### src/rtl/lzc_pipe_if.sv
// rtl/lzc_pipe_if.sv - word/result handshake bundle for the leading-run counter
interface lzc_pipe_if #(
    parameter int WIDTH = 16
) ();
    localparam int CW = $clog2(WIDTH) + 1;

    logic             in_valid;
    logic             in_ready;
    logic [WIDTH-1:0] in_data;
    logic [1:0]       in_mode;
    logic             out_valid;
    logic             out_ready;
    logic [CW-1:0]    out_count;
    logic [CW-1:0]    out_index;
    logic [WIDTH-1:0] out_norm;
    logic             out_all_same;

    modport master (
        output in_valid, in_data, in_mode, out_ready,
        input  in_ready, out_valid, out_count, out_index, out_norm, out_all_same
    );

    modport slave (
        input  in_valid, in_data, in_mode, out_ready,
        output in_ready, out_valid, out_count, out_index, out_norm, out_all_same
    );
endinterface

### src/rtl/lzc_pipe.sv
// rtl/lzc_pipe.sv - two-stage leading zero/one/regime run counter with backpressure
module lzc_pipe #(
    parameter int WIDTH = 16,
    parameter int SEG   = 4
) (
    input  logic        clk,
    input  logic        rst_n,
    input  logic        clear,
    lzc_pipe_if.slave   bus
);
    localparam int CW   = $clog2(WIDTH) + 1;
    localparam int NSEG = WIDTH / SEG;
    localparam int SW   = $clog2(SEG) + 1;

    // Leading run of tgt inside one segment, scanned from its MSB.
    function automatic logic [SW-1:0] seg_lead(input logic [SEG-1:0] bits, input logic tgt);
        logic [SW-1:0] n;
        logic          run;
        n   = '0;
        run = 1'b1;
        for (int b = SEG - 1; b >= 0; b--) begin
            if (run && (bits[b] == tgt)) n = n + SW'(1);
            else                         run = 1'b0;
        end
        return n;
    endfunction

    logic                 s1_valid_q, s1_valid_d;
    logic [WIDTH-1:0]     s1_data_q;
    logic                 s1_target_q;
    logic [NSEG-1:0]      s1_all_q;
    logic [NSEG*SW-1:0]   s1_cnt_q;

    logic                 out_valid_q, out_valid_d;
    logic [CW-1:0]        out_count_q;
    logic [CW-1:0]        out_index_q;
    logic [WIDTH-1:0]     out_norm_q;
    logic                 out_all_same_q;

    logic adv1, adv2, in_ready_c, accept, load2;
    logic target_c;
    logic [NSEG-1:0]    seg_all_c;
    logic [NSEG*SW-1:0] seg_cnt_c;
    logic [CW-1:0]      cnt_c;
    logic [CW-1:0]      idx_c;
    logic [WIDTH-1:0]   norm_c;
    logic               all_same_c;
    logic               run_c;

    always_comb begin
        adv2        = !out_valid_q || bus.out_ready;
        adv1        = !s1_valid_q || adv2;
        in_ready_c  = adv1 && !clear;
        accept      = bus.in_valid && in_ready_c;
        load2       = adv2 && s1_valid_q;
        s1_valid_d  = clear ? 1'b0 : (accept ? 1'b1 : (adv2 ? 1'b0 : s1_valid_q));
        out_valid_d = clear ? 1'b0 : (adv2 ? s1_valid_q : out_valid_q);
    end

    always_comb begin
        case (bus.in_mode)
            2'd1:    target_c = 1'b1;
            2'd2:    target_c = bus.in_data[WIDTH-1];
            default: target_c = 1'b0;
        endcase
    end

    // Segment 0 is the most significant segment.
    always_comb begin
        seg_all_c = '0;
        seg_cnt_c = '0;
        for (int s = 0; s < NSEG; s++) begin
            seg_cnt_c[s*SW +: SW] = seg_lead(bus.in_data[WIDTH-1-s*SEG -: SEG], target_c);
            seg_all_c[s]          = (seg_cnt_c[s*SW +: SW] == SW'(SEG));
        end
    end

    always_comb begin
        cnt_c = '0;
        run_c = 1'b1;
        for (int s = 0; s < NSEG; s++) begin
            if (run_c) begin
                cnt_c = cnt_c + CW'(s1_cnt_q[s*SW +: SW]);
                if (!s1_all_q[s]) run_c = 1'b0;
            end
        end
        all_same_c = (cnt_c == CW'(WIDTH));
        idx_c      = all_same_c ? CW'(WIDTH) : CW'(WIDTH - 1) - cnt_c;
        norm_c     = all_same_c ? '0 : (s1_data_q << cnt_c);
    end

    always_ff @(posedge clk or negedge rst_n) begin
        if (!rst_n) begin
            s1_valid_q     <= 1'b0;
            s1_data_q      <= '0;
            s1_target_q    <= 1'b0;
            s1_all_q       <= '0;
            s1_cnt_q       <= '0;
            out_valid_q    <= 1'b0;
            out_count_q    <= '0;
            out_index_q    <= '0;
            out_norm_q     <= '0;
            out_all_same_q <= 1'b0;
        end else begin
            s1_valid_q  <= s1_valid_d;
            out_valid_q <= out_valid_d;
            if (accept) begin
                s1_data_q   <= bus.in_data;
                s1_target_q <= target_c;
                s1_all_q    <= seg_all_c;
                s1_cnt_q    <= seg_cnt_c;
            end
            if (load2) begin
                out_count_q    <= cnt_c;
                out_index_q    <= idx_c;
                out_norm_q     <= norm_c;
                out_all_same_q <= all_same_c;
            end
        end
    end

    assign bus.in_ready     = in_ready_c;
    assign bus.out_valid    = out_valid_q;
    assign bus.out_count    = out_count_q;
    assign bus.out_index    = out_index_q;
    assign bus.out_norm     = out_norm_q;
    assign bus.out_all_same = out_all_same_q;
endmodule
### src/flat_wrapper.sv
// flat-port wrapper written by rule: the top's interface ports become plain ports
module lzc_pipe_flat 
#(
    parameter int WIDTH = 16,
    parameter int SEG   = 4
)
  (clk, rst_n, clear, bus_in_valid, bus_in_data, bus_in_mode, bus_out_ready, bus_in_ready, bus_out_valid, bus_out_count, bus_out_index, bus_out_norm, bus_out_all_same);
  lzc_pipe_if #(.WIDTH(WIDTH)) bus_i ();
  input  logic clk;
  input  logic rst_n;
  input  logic clear;
  input wire logic [$bits(bus_i.in_valid)-1:0] bus_in_valid;
  input wire logic [$bits(bus_i.in_data)-1:0] bus_in_data;
  input wire logic [$bits(bus_i.in_mode)-1:0] bus_in_mode;
  input wire logic [$bits(bus_i.out_ready)-1:0] bus_out_ready;
  output wire logic [$bits(bus_i.in_ready)-1:0] bus_in_ready;
  output wire logic [$bits(bus_i.out_valid)-1:0] bus_out_valid;
  output wire logic [$bits(bus_i.out_count)-1:0] bus_out_count;
  output wire logic [$bits(bus_i.out_index)-1:0] bus_out_index;
  output wire logic [$bits(bus_i.out_norm)-1:0] bus_out_norm;
  output wire logic [$bits(bus_i.out_all_same)-1:0] bus_out_all_same;
  assign bus_i.in_valid = bus_in_valid;
  assign bus_i.in_data = bus_in_data;
  assign bus_i.in_mode = bus_in_mode;
  assign bus_i.out_ready = bus_out_ready;
  assign bus_in_ready = bus_i.in_ready;
  assign bus_out_valid = bus_i.out_valid;
  assign bus_out_count = bus_i.out_count;
  assign bus_out_index = bus_i.out_index;
  assign bus_out_norm = bus_i.out_norm;
  assign bus_out_all_same = bus_i.out_all_same;
  lzc_pipe #(.WIDTH(WIDTH), .SEG(SEG)) u_core (.clk(clk), .rst_n(rst_n), .clear(clear), .bus(bus_i));
endmodule
### config.mk
export PLATFORM = sky130hd
export DESIGN_NAME = lzc_pipe_flat
export DESIGN_NICKNAME = d
export VERILOG_FILES = /design/src/rtl/lzc_pipe_if.sv /design/src/rtl/lzc_pipe.sv /design/src/flat_wrapper.sv
export SDC_FILE = /design/constraint.sdc
export NUM_CORES = 1
export LEC_CHECK = 0
export BUFFER_PORTS_ARGS = -buffer_cell sky130_fd_sc_hd__buf_4
export CAP_MARGIN = 15
export CORE_ASPECT_RATIO = 0.75
export CORE_MARGIN = 1
export CORE_UTILIZATION = 62
export DETAILED_ROUTE_END_ITERATION = 6
export GPL_TIMING_DRIVEN = 0
export PLACE_DENSITY_LB_ADDON = 0.08
export SLEW_MARGIN = 25
export SYNTH_ARGS = -nofsm -noshare
export SYNTH_HDL_FRONTEND = slang
export SYNTH_SLANG_ARGS = --single-unit
### constraint.sdc
create_clock -name clk -period 7.27 [get_ports clk]
set_input_delay 1.454 -clock clk [delete_from_list [all_inputs] [get_ports clk]]
set_output_delay 1.454 -clock clk [all_outputs]
set_load 0.02 [all_outputs]
; Yosys cells after proc, flatten, opt, wreduce, memory -nomap -nowiden
; Cells that the tools add are included.
[word_totals]
input_bits = 23
regBits = 60
[op_classes]
shifts = 1
n_eq_ne = 22
reduce_logical = 22
n_addsub = 16
mux = 44
[ops]
columns = operator, count
row1 = 3-bit 2-to-1 mux, 12
row2 = 1-bit 2-to-1 mux, 26
row3 = 3-bit by 1-bit adder with 3-bit output (second input constant), 8
row4 = 1-bit == test, 16
row5 = 16-bit 2-to-1 mux, 1
row6 = 16-bit by 5-bit left shift with 16-bit output, 1
row7 = 1-bit logical AND, 15
row8 = 5-bit 2-to-1 mux, 3
row9 = 5-bit by 3-bit adder with 5-bit output, 2
row10 = 3-bit == test (second input constant), 3
row11 = 1-bit by 1-bit adder with 2-bit output (second input constant), 4
row12 = 5-bit == test (second input constant), 1
row13 = 4-bit by 5-bit subtractor with 5-bit output (first input constant), 1
row14 = 3-bit by 3-bit adder with 4-bit output, 1
row15 = 4-bit 2-to-1 mux, 1
row16 = 1-bit logical NOT, 3
row17 = 3-bit nonzero test, 1
row18 = 2-bit by 1-bit == test with 1-bit output (second input constant), 1
row19 = 2-bit == test (second input constant), 1
row20 = 1-bit logical OR, 2
row21 = 1-bit case mux with 2 select lines, 1
row22 = 2-bit nonzero test, 1

; Logic depth before layout (Yosys ltp)
; Gate-level depths: netlist of the first run.
[logic_depth]
ltp_word = 11
depth_mapped = 17

; Least setup slack after synthesis of the first run
; No wires, ideal clock.
[synth_timing]
kind = register to register
start = reg u_core.s1_cnt_q[0]
end = reg u_core.out_norm_q[14] (netlist: u_core.bus.out_norm[14])
stages_incl_launch_ff = 16
setup_time_ns = 0.126
arrival_ns = 3.959
path_buffers = 1
required_ns = 7.144
slack_ns = 3.185
cell_sequence = dfrtp_1 -> ha_1 -> fa_1 -> a21o_1 -> inv_1 -> fa_1 -> nand2_1 -> a31oi_2 -> fa_1 -> xnor2_1 -> nand2_1 -> o211ai_1 -> a31oi_1 -> buf_2 -> mux2_2 -> a221o_1
[synth_via]
elab_chain_cells = 8
word_cells_on_any_way = 9
cone_classes = add/sub (3) / eq/ne (1) / shift (1) / mux (4)
[synth_lines]
columns = item, line
row1 = from (decl), lzc_pipe.sv:32  ; logic [NSEG*SW-1:0] s1_cnt_q;
row2 = from (signal assigned), lzc_pipe.sv:111  ; s1_cnt_q <= seg_cnt_c;
row3 = 3-bit by 3-bit adder with 4-bit output, lzc_pipe.sv:83  ; cnt_c = cnt_c + CW'(s1_cnt_q[s*SW +: SW]);
row4 = 4-bit 2-to-1 mux (*), lzc_pipe.sv:82  ; if (run_c) begin
row5 = 5-bit by 3-bit adder with 5-bit output, lzc_pipe.sv:83
row6 = 5-bit 2-to-1 mux (*), lzc_pipe.sv:82
row7 = 5-bit by 3-bit adder with 5-bit output, lzc_pipe.sv:83
row8 = 5-bit 2-to-1 mux (*), lzc_pipe.sv:82
row9 = 16-bit by 5-bit left shift with 16-bit output or 5-bit == test (tied branches), "lzc_pipe.sv:89, lzc_pipe.sv:87"
row10 = 16-bit 2-to-1 mux (*), lzc_pipe.sv:89  ; norm_c = all_same_c ? '0 : (s1_data_q << cnt_c);
row11 = to (signal assigned), lzc_pipe.sv:116  ; out_norm_q <= norm_c;
row12 = to (decl), lzc_pipe.sv:37  ; logic [WIDTH-1:0] out_norm_q;
; Every way passes the cells marked *; elsewhere a longest branch is shown, timed or not.
; A chain may end at the register's enable or synchronous reset.

; Worst setup path in the final report of the first run
; Ends and elaborated chain as after synthesis.

==> metrics, run 1 <==
initial core utilization=64.54%; Fin Setup TNS=0 ns; Core Area=5826 µm²; post-synth cell types=54; combinational power share=30.1%; post-synthesis sequential area ratio=39.93%; antenna-violating nets left=0; Slowest cell on crit path=a31oi_1; worst setup path category=reg -> reg; Die Wd=about 92 µm; Boundary Pins=52; clock buffer depth=2; DRC=2; CTS tree=built; met2 global-route usage=43.95%; hold-fix buffers at CTS=0; Core Util, Final=roughly three quarters; global-route wire length before repair=around 15000 µm; Die Y-Extent=roughly 70 µm; Syn Area/Cell=10.16 µm²; Post-Syn Nets=412; DP HPWL=6479 µm; critical path arrival=4.96 ns; storage element area=1501 µm²; clk slew on worst S/H paths=0.07 ns; Least-Margin Pin Slew=~0.76 ns; Routed wire per std cell=17.10 µm; die area=6383 µm²; Sink Count=60; cell internal pwr=0.0007598 W; Max Slew Vio Count=0; RSZ-0062 raised after global routing=no; vias in the first global route=2971; Max IR drop VDD=a little under 200 µV; layout cells sized above 1=24.71%; FFs w/ async S/R, synth=100.0%; Yosys reg bits=60; multi-input gate area in the final layout=2096 µm²; fmax=211.3 MHz; post-cts sizing count=0; Nets=474; Slew HR=between 40% and 50%; Port Buffers=51; Setup Fix Bufs, Post-CTS=0; synthesized area=3760 µm²; ys flop type=dfrtp_1; CTS Buf Count=9; startpoint types=register; Initial DRC Count=between 200 and 300; crit path capture type=register; routing usage on met3=8.333%; GR Util met1=~45%; largest net degree at the start of global routing=61; max-cap viol count=0; crit-path max cell delay=0.66 ns; global-route layer with the greatest usage=met1; gpl congestion=0.8664; CP dominant cell by count=fa_1; GRT Residual Overflow=0; routed wire length=approximately 8800 µm; Syn Inst Count=370; routed vias/inst=6.054; via count=3118; row count=24; Syn. warnings=0; Leakage=2.103 nW; Layout fillers=424; Hold Vio Cnt, Final=0; switching power=0.0003489 W; status=finished with violations; count of final setup violators=0; gr usage total=30.14%; CP required=7.49 ns; failing checks=design-rule violations; antenna fix cells=0; switching part of the total power=31.47%; Setup Skew=0.01083 ns; area growth from synthesis to layout=19.03%; EDFF count, synth=0; 1st-pass router iterations=6; Clock Latency Late Sink=0.34 ns; Tcrit/Tclk final=65.11%; Critical Path Fanout Max=10; Hold Path Class=reg -> reg; clk root buf=clkbuf_8; PwrDens=247.7 nW/µm²; htree depth=3; Clock power frac=between 30% and 40%; Final min period=roughly 4.7 ns; antenna violations before repair=0; CP Cell Sequence=ha_1, fa_1, a21o_1, inv_1, fa_1, nand2_1, a31oi_2, fa_1, xnor2_1, nand2_1, o211ai_1, a31oi_1, buf_2, mux2_2, a221o_1; sequential power share=38.3%
## cells by family (layout without fill, tap and decap cells)
| group | count (synthesis) | count (layout) | synth area share [%] |
|---|---|---|---|
| adders and majority gates | 19 | 19 | 6.922 |
| buffers and inverters | 34 | 101 | 4.326 |
| muxes | 60 | 60 | 18.17 |
| DFF | 60 | 60 | 39.93 |
| and+or+nand+nor | 106 | 106 | 13.54 |
| AOI/OAI and AO/OA | 87 | 87 | 16.17 |
| xor gates and xnor gates | 4 | 4 | 0.9320 |
## layout make-up
cell class / instances / area share, %
sequential: 60 / 33.55
clock inverter: 4 / 1.566
multi-input combinational: 276 / 46.83
clock buffer: 12 / 3.690
timing repair buffer: 51 / 8.555
inverter: 16 / 1.342
buffer: 18 / 2.292
tap: 78 / 2.181
## synthesized netlist by cell type (2+ instances only)
| master | instances | area, µm² |
|---|---|---|
| dfrtp_1 | 60 | 1501 |
| nand2_1 | 45 | 168.9 |
| mux2i_1 | 33 | 330.3 |
| mux2_2 | 21 | 236.5 |
| o21ai_0 | 19 | 95.09 |
| ha_1 | 16 | 200.2 |
| inv_1 | 16 | 60.06 |
| nand3_1 | 15 | 75.07 |
| o21ai_1 | 11 | 55.05 |
| nor2_1 | 10 | 37.54 |
| nor2b_1 | 9 | 56.30 |
| clkbuf_1 | 8 | 30.03 |
| nand2b_1 | 8 | 50.05 |
| o31ai_1 | 8 | 60.06 |
| a21oi_1 | 7 | 35.03 |
| a21o_1 | 5 | 37.54 |
| and3_1 | 5 | 31.28 |
| or2_2 | 5 | 31.28 |
| o211ai_1 | 4 | 30.03 |
| o21a_1 | 4 | 30.03 |
| a221o_1 | 3 | 30.03 |
| a22o_1 | 3 | 26.28 |
| a31oi_1 | 3 | 18.77 |
| a41o_1 | 3 | 30.03 |
| and2_1 | 3 | 18.77 |
| buf_1 | 3 | 11.26 |
| buf_2 | 3 | 15.01 |
| fa_1 | 3 | 60.06 |
| mux4_2 | 3 | 67.56 |
| o221ai_1 | 3 | 26.28 |
| o41ai_1 | 3 | 26.28 |
| xnor2_1 | 3 | 26.28 |
| a32o_1 | 2 | 20.02 |
| buf_4 | 2 | 15.01 |
| nand4_1 | 2 | 12.51 |
## critical path: cells and delay by family (launching register included)
kind	cells	cell delay [ns]
mux	1	0.38
xor+xnor	1	0.14
fa+ha+maj	4	1.69
compound gates	5	1.38
flops	1	0.43
simple gates	2	0.15
buf+inv	2	0.44
## stage by stage
stage / total power, W / hold slack, ns / instances / instance area, µm² / worst slack (ns)
final: 0.001109 / 0.4774 / 515 / 4476 / 2.537
after global routing: 0.001161 / 0.5038 / 515 / 4476 / 2.249
after CTS: 0.001110 / 0.4831 / 515 / 4476 / 2.560
after detailed placement: 0.0007573 / 0.4678 / 499 / 4240 / 2.630
after global placement: 0.0007475 / 0.4639 / 499 / 4240 / 2.669
after floorplan: 0.0006364 / 0.4538 / 370 / 3760 / 3.185
## metal layers
metal | routed length (µm) | vias up
met5 | 0 | -
met4 | 88 | 0
met3 | 555 | 10
met2 | 3931 | 118
met1 | 4233 | 1513
li1 | - | 1477
## placed cells by master (no fill, tap or decap), drive strengths merged, types with 10 or more instances in the layout
| cell type | count |
|---|---|
| nand3 | 15 |
| inv | 16 |
| clkbuf | 20 |
| o21ai | 30 |
| ha | 16 |
| dfrtp | 60 |
| mux2i | 34 |
| nor2 | 10 |
| nand2 | 45 |
| mux2 | 23 |
| buf | 61 |
## path summary, 6_finish.rpt
kind,depth (start not counted),end,slack [ns],from
worst max-delay path,15,u_core.bus.out_norm[14],2.54,u_core.s1_cnt_q[0]
worst min-delay path,2,u_core.bus.out_count[1],0.48,u_core.bus.out_count[1]
worst max register to register,15,u_core.bus.out_norm[14],2.54,u_core.s1_cnt_q[0]
worst min register to register,2,u_core.bus.out_count[1],0.48,u_core.bus.out_count[1]
max in group asynchronous,1,u_core.s1_cnt_q[1],5.60,rst_n
min in group asynchronous,1,u_core.bus.out_count[0],1.17,rst_n
## registers in the layout, summed over array words and instances, names as in the netlist
signal / count
u_core.s1_data_q: 16
u_core.bus.out_index: 5
u_core.bus.out_all_same: 1
u_core.bus.out_valid: 1
u_core.s1_cnt_q: 12
u_core.bus.out_count: 5
u_core.s1_valid_q: 1
u_core.s1_all_q: 3
u_core.bus.out_norm: 16
## power by group through the flow
| stage | registers [W] | clock network (W) | logic, W |
|---|---|---|---|
| after detailed placement | 0.000429 | 0 | 0.000328 |
| after CTS | 0.000424 | 0.000354 | 0.000333 |
| after floorplan | 0.000460 | 0 | 0.000177 |
| final | 0.000425 | 0.000350 | 0.000334 |
| after global routing | 0.000430 | 0.000369 | 0.000362 |
| after global placement | 0.000427 | 0 | 0.000321 |
Note: power is estimated with default switching activity, not from simulation.
==> run 2, diff against run 1 <==
--- a/config.mk
+++ b/config.mk
@@ -9,7 +9,7 @@
 export CAP_MARGIN = 15
 export CORE_ASPECT_RATIO = 0.75
 export CORE_MARGIN = 1
-export CORE_UTILIZATION = 62
+export CORE_UTILIZATION = 52
 export DETAILED_ROUTE_END_ITERATION = 6
 export GPL_TIMING_DRIVEN = 0
 export PLACE_DENSITY_LB_ADDON = 0.08
==> constraint.sdc (replaced) <==
create_clock -name clk -period 4 [get_ports clk]
set_input_delay 0.8 -clock clk [delete_from_list [all_inputs] [get_ports clk]]
set_output_delay 0.8 -clock clk [all_outputs]
set_load 0.02 [all_outputs]
==> metrics, run 2 (synthesis gave the netlist of run 1 again) <==
Final min period=4.088 ns (was 4.733 ns); routed wire length=9799 µm (was 8809 µm); Die Y-Extent=75.64 µm (was 69.44 µm); most frequent cells in the layout=buf_4, dfrtp_1, nand2_1 (was dfrtp_1, buf_4, nand2_1); PwrDens=417.5 nW/µm² (was 247.7 nW/µm²); DP HPWL=6788 µm (was 6479 µm); clk root buf=clkbuf_8 (unchanged); dpl ws=-0.4165 ns (was 2.630 ns); antenna-violating nets left=0 (unchanged); gpl congestion=0.8665 (was 0.8664); DRC=0 (was 2); final worst slack=-0.08818 ns (was 2.537 ns); row count=26 (was 24); initial core utilization=54.52% (was 64.54%); Clock Latency Late Sink=0.34 ns (about the same); Sink Count=60 (unchanged); clk slew on worst S/H paths=0.07 ns (about the same); GRT Residual Overflow=0 (unchanged); 1st-pass router iterations=4 (was 6); Nets=495 (was 474); max-cap viol count=0 (unchanged); largest net degree at the start of global routing=61 (unchanged); count of final setup violators=6 (was 0); Hold Vio Cnt, Final=0 (unchanged); Layout fillers=512 (was 424); Core Util, Final=72.31% (was 76.83%); Max Slew Vio Count=0 (unchanged); CP required=4.26 ns (was 7.49 ns); global-route wire length before repair=15270 µm (was 14810 µm); antenna fix cells=0 (unchanged); Placed Cells=519 (was 499); WP depth=16 (was 15); status=finished with violations (unchanged); fmax=244.6 MHz (was 211.3 MHz); Routed wire per std cell=17.66 µm (was 17.10 µm); Slowest cell on crit path=or4_1 (was a31oi_1); Hold Path Class=reg -> reg (unchanged); layout cells sized above 1=36.54% (was 24.71%); crit-path max cell delay=0.55 ns (was 0.66 ns); Slew HR=47.88% (was 49.26%); Setup Skew=0.007160 ns (was 0.01083 ns); RSZ-0062 raised after global routing=yes (was no); Critical Path Fanout Max=5 (was 10); Boundary Pins=52 (unchanged); die area=7578 µm² (was 6383 µm²); worst setup path category=reg -> reg (unchanged); htree depth=3 (unchanged); Leakage=2.252 nW (was 2.103 nW); CTS tree=built (unchanged); CP Cell Sequence=ha_4, fa_2, a21o_1, inv_2, fa_2, nand2_2, a31oi_4, inv_2, ha_4, a21oi_4, o21ai_4, xnor2_2, a211o_1, nand2_2, or4_1, o21ai_1 (was ha_1, fa_1, a21o_1, inv_1, fa_1, nand2_1, a31oi_2, fa_1, xnor2_1, nand2_1, o211ai_1, a31oi_1, buf_2, mux2_2, a221o_1); Initial DRC Count=171 (was 275); routed vias/inst=5.827 (was 6.054); hold-critical path depth=2 (unchanged); commonest non-fill, non-tap cell in the layout=buf_4 (was dfrtp_1); crit path capture type=register (unchanged); Top delay family on crit path=adder cells (unchanged); via count=3234 (was 3118); Die Wd=100.2 µm (was 91.92 µm); startpoint types=register (unchanged); Least-Margin Pin Slew=0.7818 ns (was 0.7575 ns); clock buffer depth=2 (unchanged); area growth from synthesis to layout=32.65% (was 19.03%); critical path arrival=4.35 ns (was 4.96 ns); post-route insts no fill=555 (was 515); antenna violations before repair=0 (unchanged); Port Buffers=51 (unchanged); failing checks=negative setup slack (was design-rule violations); Tcrit/Tclk final=102.2% (was 65.11%); CTS Buf Count=9 (unchanged); R2R cell count=16 (was 15); gr usage total=26.79% (was 30.14%); Max IR drop VDD=255.4 µV (was 196.2 µV); vias in the first global route=2999 (was 2971); Crit path buffers/inverters=2 (unchanged); Core Area=6897 µm² (was 5826 µm²)
## run 2: final timing paths
path,start,end,slack (ns)
max,u_core.s1_cnt_q[0],u_core.bus.out_all_same,-0.09
min in group asynchronous,rst_n,u_core.s1_data_q[10],0.53
min,u_core.bus.out_count[1],u_core.bus.out_count[1],0.48
max in group asynchronous,rst_n,u_core.s1_cnt_q[0],2.89
max reg2reg,u_core.s1_cnt_q[0],u_core.bus.out_all_same,-0.09
min reg2reg,u_core.bus.out_count[1],u_core.bus.out_count[1],0.48
## run 2: where the power goes
part / switching (W) / total (W) / internal, W / leakage, nW
combinational: 0.000365 / 0.000693 / 0.000328 / 1.39
sequential: 0.0000685 / 0.000771 / 0.000702 / 0.750
clock: 0.000238 / 0.000618 / 0.000380 / 0.111
## run 2: tightest hold or removal path, stage by stage, from the launching register on
cell	delay, ns
dfrtp_1	0.34
nand2_1	0.05
nand2_1	0.05
## run 2: final cells by class
cell class / count / area (µm²) / share of cell area (%)
Inverter: 16 / 60.06 / 1.204
Tap cell: 98 / 122.6 / 2.459
Clock inverter: 4 / 72.57 / 1.455
Sequential cell: 60 / 1505 / 30.18
Clock buffer: 11 / 151.4 / 3.036
Multi-Input combinational cell: 276 / 2375 / 47.62
Timing Repair Buffer: 72 / 571.8 / 11.47
Buffer: 18 / 128.9 / 2.584
## run 2: metrics by stage
step	setup TNS, ns	power (W)	cell area, µm²	hold slack [ns]
after floorplan	0	0.001157	3766	0.4538
after global placement	-4.688	0.001364	4272	0.4638
after detailed placement	-5.684	0.001381	4272	0.4669
after CTS	0	0.002027	4712	0.4830
after global routing	-2.326	0.002196	4987	0.5040
final	-0.1268	0.002082	4987	0.4755
## run 2: metal layers
layer / up-vias / track usage [%] / wire [µm]
met5: - / 0 / 0
met1: 1618 / 38.40 / 4591
met3: 9 / 6.514 / 475
met4: 0 / 6.280 / 89
met2: 82 / 41.55 / 4643
li1: 1525 / - / -
## run 2: repair_timing
| action | CTS | global route |
|---|---|---|
| pin swaps | 19 | 21 |
| endpoints found under the setup margin | 21 | 21 |
| buffers inserted | 10 | 11 |
| gates resized for setup | 28 | 38 |
| hold buffers | 0 | 0 |
| endpoints found under the hold margin | 0 | 0 |
==> run 3, diff against run 2 <==
--- a/config.mk
+++ b/config.mk
@@ -13,6 +13,7 @@
 export DETAILED_ROUTE_END_ITERATION = 6
 export GPL_TIMING_DRIVEN = 0
 export PLACE_DENSITY_LB_ADDON = 0.08
+export SKIP_LAST_GASP = 1
 export SLEW_MARGIN = 25
 export SYNTH_ARGS = -nofsm -noshare
 export SYNTH_HDL_FRONTEND = slang
==> metrics, run 3 (synthesis gave the netlist of run 1 again) <==
routed vias/inst=5.782 (was 5.827); PwrDens=417.0 nW/µm² (was 417.5 nW/µm²); Clock Latency Late Sink=0.34 ns (about the same); Hold Path Class=reg -> reg (unchanged); Tcrit/Tclk final=102.1% (was 102.2%); Final min period=4.083 ns (was 4.088 ns); Initial DRC Count=193 (was 171); count of final setup violators=5 (was 6); Hold Vio Cnt, Final=0 (unchanged); largest net degree at the start of global routing=61 (unchanged); die area=7578 µm² (unchanged); Clock power frac=29.8% (was 29.7%); worst setup path category=reg -> reg (unchanged); Max IR drop VDD=255.0 µV (was 255.4 µV); Critical Path Fanout Max=5 (unchanged); Die Y-Extent=75.64 µm (unchanged); Setup Skew=0.006648 ns (was 0.007160 ns); final worst slack=-0.08283 ns (was -0.08818 ns); fmax=244.9 MHz (was 244.6 MHz); clk root buf=clkbuf_8 (unchanged); cell internal pwr=0.001407 W (was 0.001411 W); antenna violations before repair=0 (unchanged); status=finished with violations (unchanged); Die Wd=100.2 µm (unchanged); hold-critical path depth=2 (unchanged); R2R cell count=16 (unchanged); sequential power share=37.2% (was 37.0%); Crit path buffers/inverters=2 (unchanged); Slew HR=48.81% (was 47.88%); Boundary Pins=52 (unchanged); via count=3209 (was 3234); vias in the first global route=2999 (unchanged); Slowest cell on crit path=or4_1 (unchanged); Core Util, Final=72.02% (was 72.31%); RSZ-0062 raised after global routing=yes (unchanged); Top delay family on crit path=adder cells (unchanged); row count=26 (unchanged); layout cells sized above 1=36.11% (was 36.54%); WP depth=16 (unchanged); critical path arrival=4.34 ns (was 4.35 ns); commonest non-fill, non-tap cell in the layout=buf_4 (unchanged); initial core utilization=54.52% (unchanged); dpl ws=-0.4165 ns (unchanged); Core Area=6897 µm² (unchanged); clk slew on worst S/H paths=0.07 ns (about the same); Max Slew Vio Count=0 (unchanged); Layout fillers=514 (was 512); Least-Margin Pin Slew=0.7679 ns (was 0.7818 ns); switching power=0.0006649 W (was 0.0006713 W); crit path capture type=register (unchanged); gr usage total=26.79% (unchanged); DRC=0 (unchanged); CP required=4.26 ns (about the same); Nets=495 (unchanged); overall power=0.002072 W (was 0.002082 W); 1st-pass router iterations=5 (was 4); antenna-violating nets left=0 (unchanged); antenna fix cells=0 (unchanged); area growth from synthesis to layout=32.11% (was 32.65%); Register-to-Register Setup Slack=-0.08 ns (was -0.09 ns); Leakage=2.247 nW (was 2.252 nW); hold-fix buffers at CTS=0 (unchanged); startpoint types=register (unchanged); Routed wire per std cell=17.47 µm (was 17.66 µm); switching part of the total power=32.10% (was 32.24%); CTS Buf Count=9 (unchanged); max-cap viol count=0 (unchanged); DP HPWL=6788 µm (unchanged); Sink Count=60 (unchanged); combinational power share=33.0% (was 33.3%); routed wire length=9698 µm (was 9799 µm); GRT Residual Overflow=0 (unchanged); gpl congestion=0.8665 (unchanged); CP Cell Sequence=ha_4, fa_2, a21o_1, inv_2, fa_2, nand2_2, a31oi_4, inv_2, ha_4, a21oi_4, o21ai_4, xnor2_2, a211o_1, nand2_2, or4_1, o21ai_1 (unchanged); CTS tree=built (unchanged); most frequent cells in the layout=buf_4, dfrtp_1, nand2_1 (unchanged); failing checks=negative setup slack (unchanged); clock buffer depth=2 (unchanged); Port Buffers=51 (unchanged); global-route wire length before repair=15270 µm (unchanged); crit-path max cell delay=0.55 ns (about the same); htree depth=3 (unchanged)
## run 3: final timing paths
check,start,endpoint
min,u_core.bus.out_count[1],u_core.bus.out_count[1]
max,u_core.s1_cnt_q[0],u_core.bus.out_all_same
max in group asynchronous,rst_n,u_core.s1_cnt_q[0]
min in group asynchronous,rst_n,u_core.s1_data_q[10]
max reg2reg,u_core.s1_cnt_q[0],u_core.bus.out_all_same
min reg2reg,u_core.bus.out_count[1],u_core.bus.out_count[1]
## run 3: cell type report
cell class	count	area [µm²]	share of cell area, %
timing repair buffer	72	568.0	11.44
inverter	16	60.06	1.209
multi-input combinational	276	2359	47.48
buffer	18	128.9	2.594
clock buffer	11	151.4	3.048
sequential	60	1505	30.30
tap	98	122.6	2.469
clock inverter	4	72.57	1.461
## run 3: metal layers
metal / global-route usage (%) / wire length, µm / share of wire (%)
met5: 0 / 0 / 0
met4: 6.280 / 88 / 0.91
met3: 6.514 / 422 / 4.4
met2: 41.55 / 4640 / 48
met1: 38.40 / 4547 / 47
## run 3: power by group through the flow
stage               clock (W)  combinational [W]  sequential, W
floorplan                   0           0.000321       0.000836
global placement            0           0.000589       0.000775
detailed placement          0           0.000604       0.000777
CTS                  0.000626           0.000634       0.000767
global route         0.000662           0.000741       0.000783
finish               0.000617           0.000684       0.000771
## run 3: worst min-delay path: cells and delay by family, from the launching register on
family / cells / cell delay (ns)
flops: 1 / 0.34
simple gates: 2 / 0.10
## run 3: stage by stage
step           area [µm²]  hold WS, ns  cells  TNS (ns)
2_1_floorplan        3766       0.4538    370         0
4_1_cts              4712       0.4830    544         0
6_report             4967       0.4753    555   -0.1115
5_1_grt              4967       0.5040    555    -2.434
3_5_place_dp         4272       0.4669    519    -5.684
3_3_place_gp         4272       0.4638    519    -4.688
## run 3: timing repair
action,CTS,global route
setup buffers,10,11
resized for setup,28,34
pin swaps,19,20
endpoints found under the hold margin,0,0
endpoints found under the setup margin,21,21
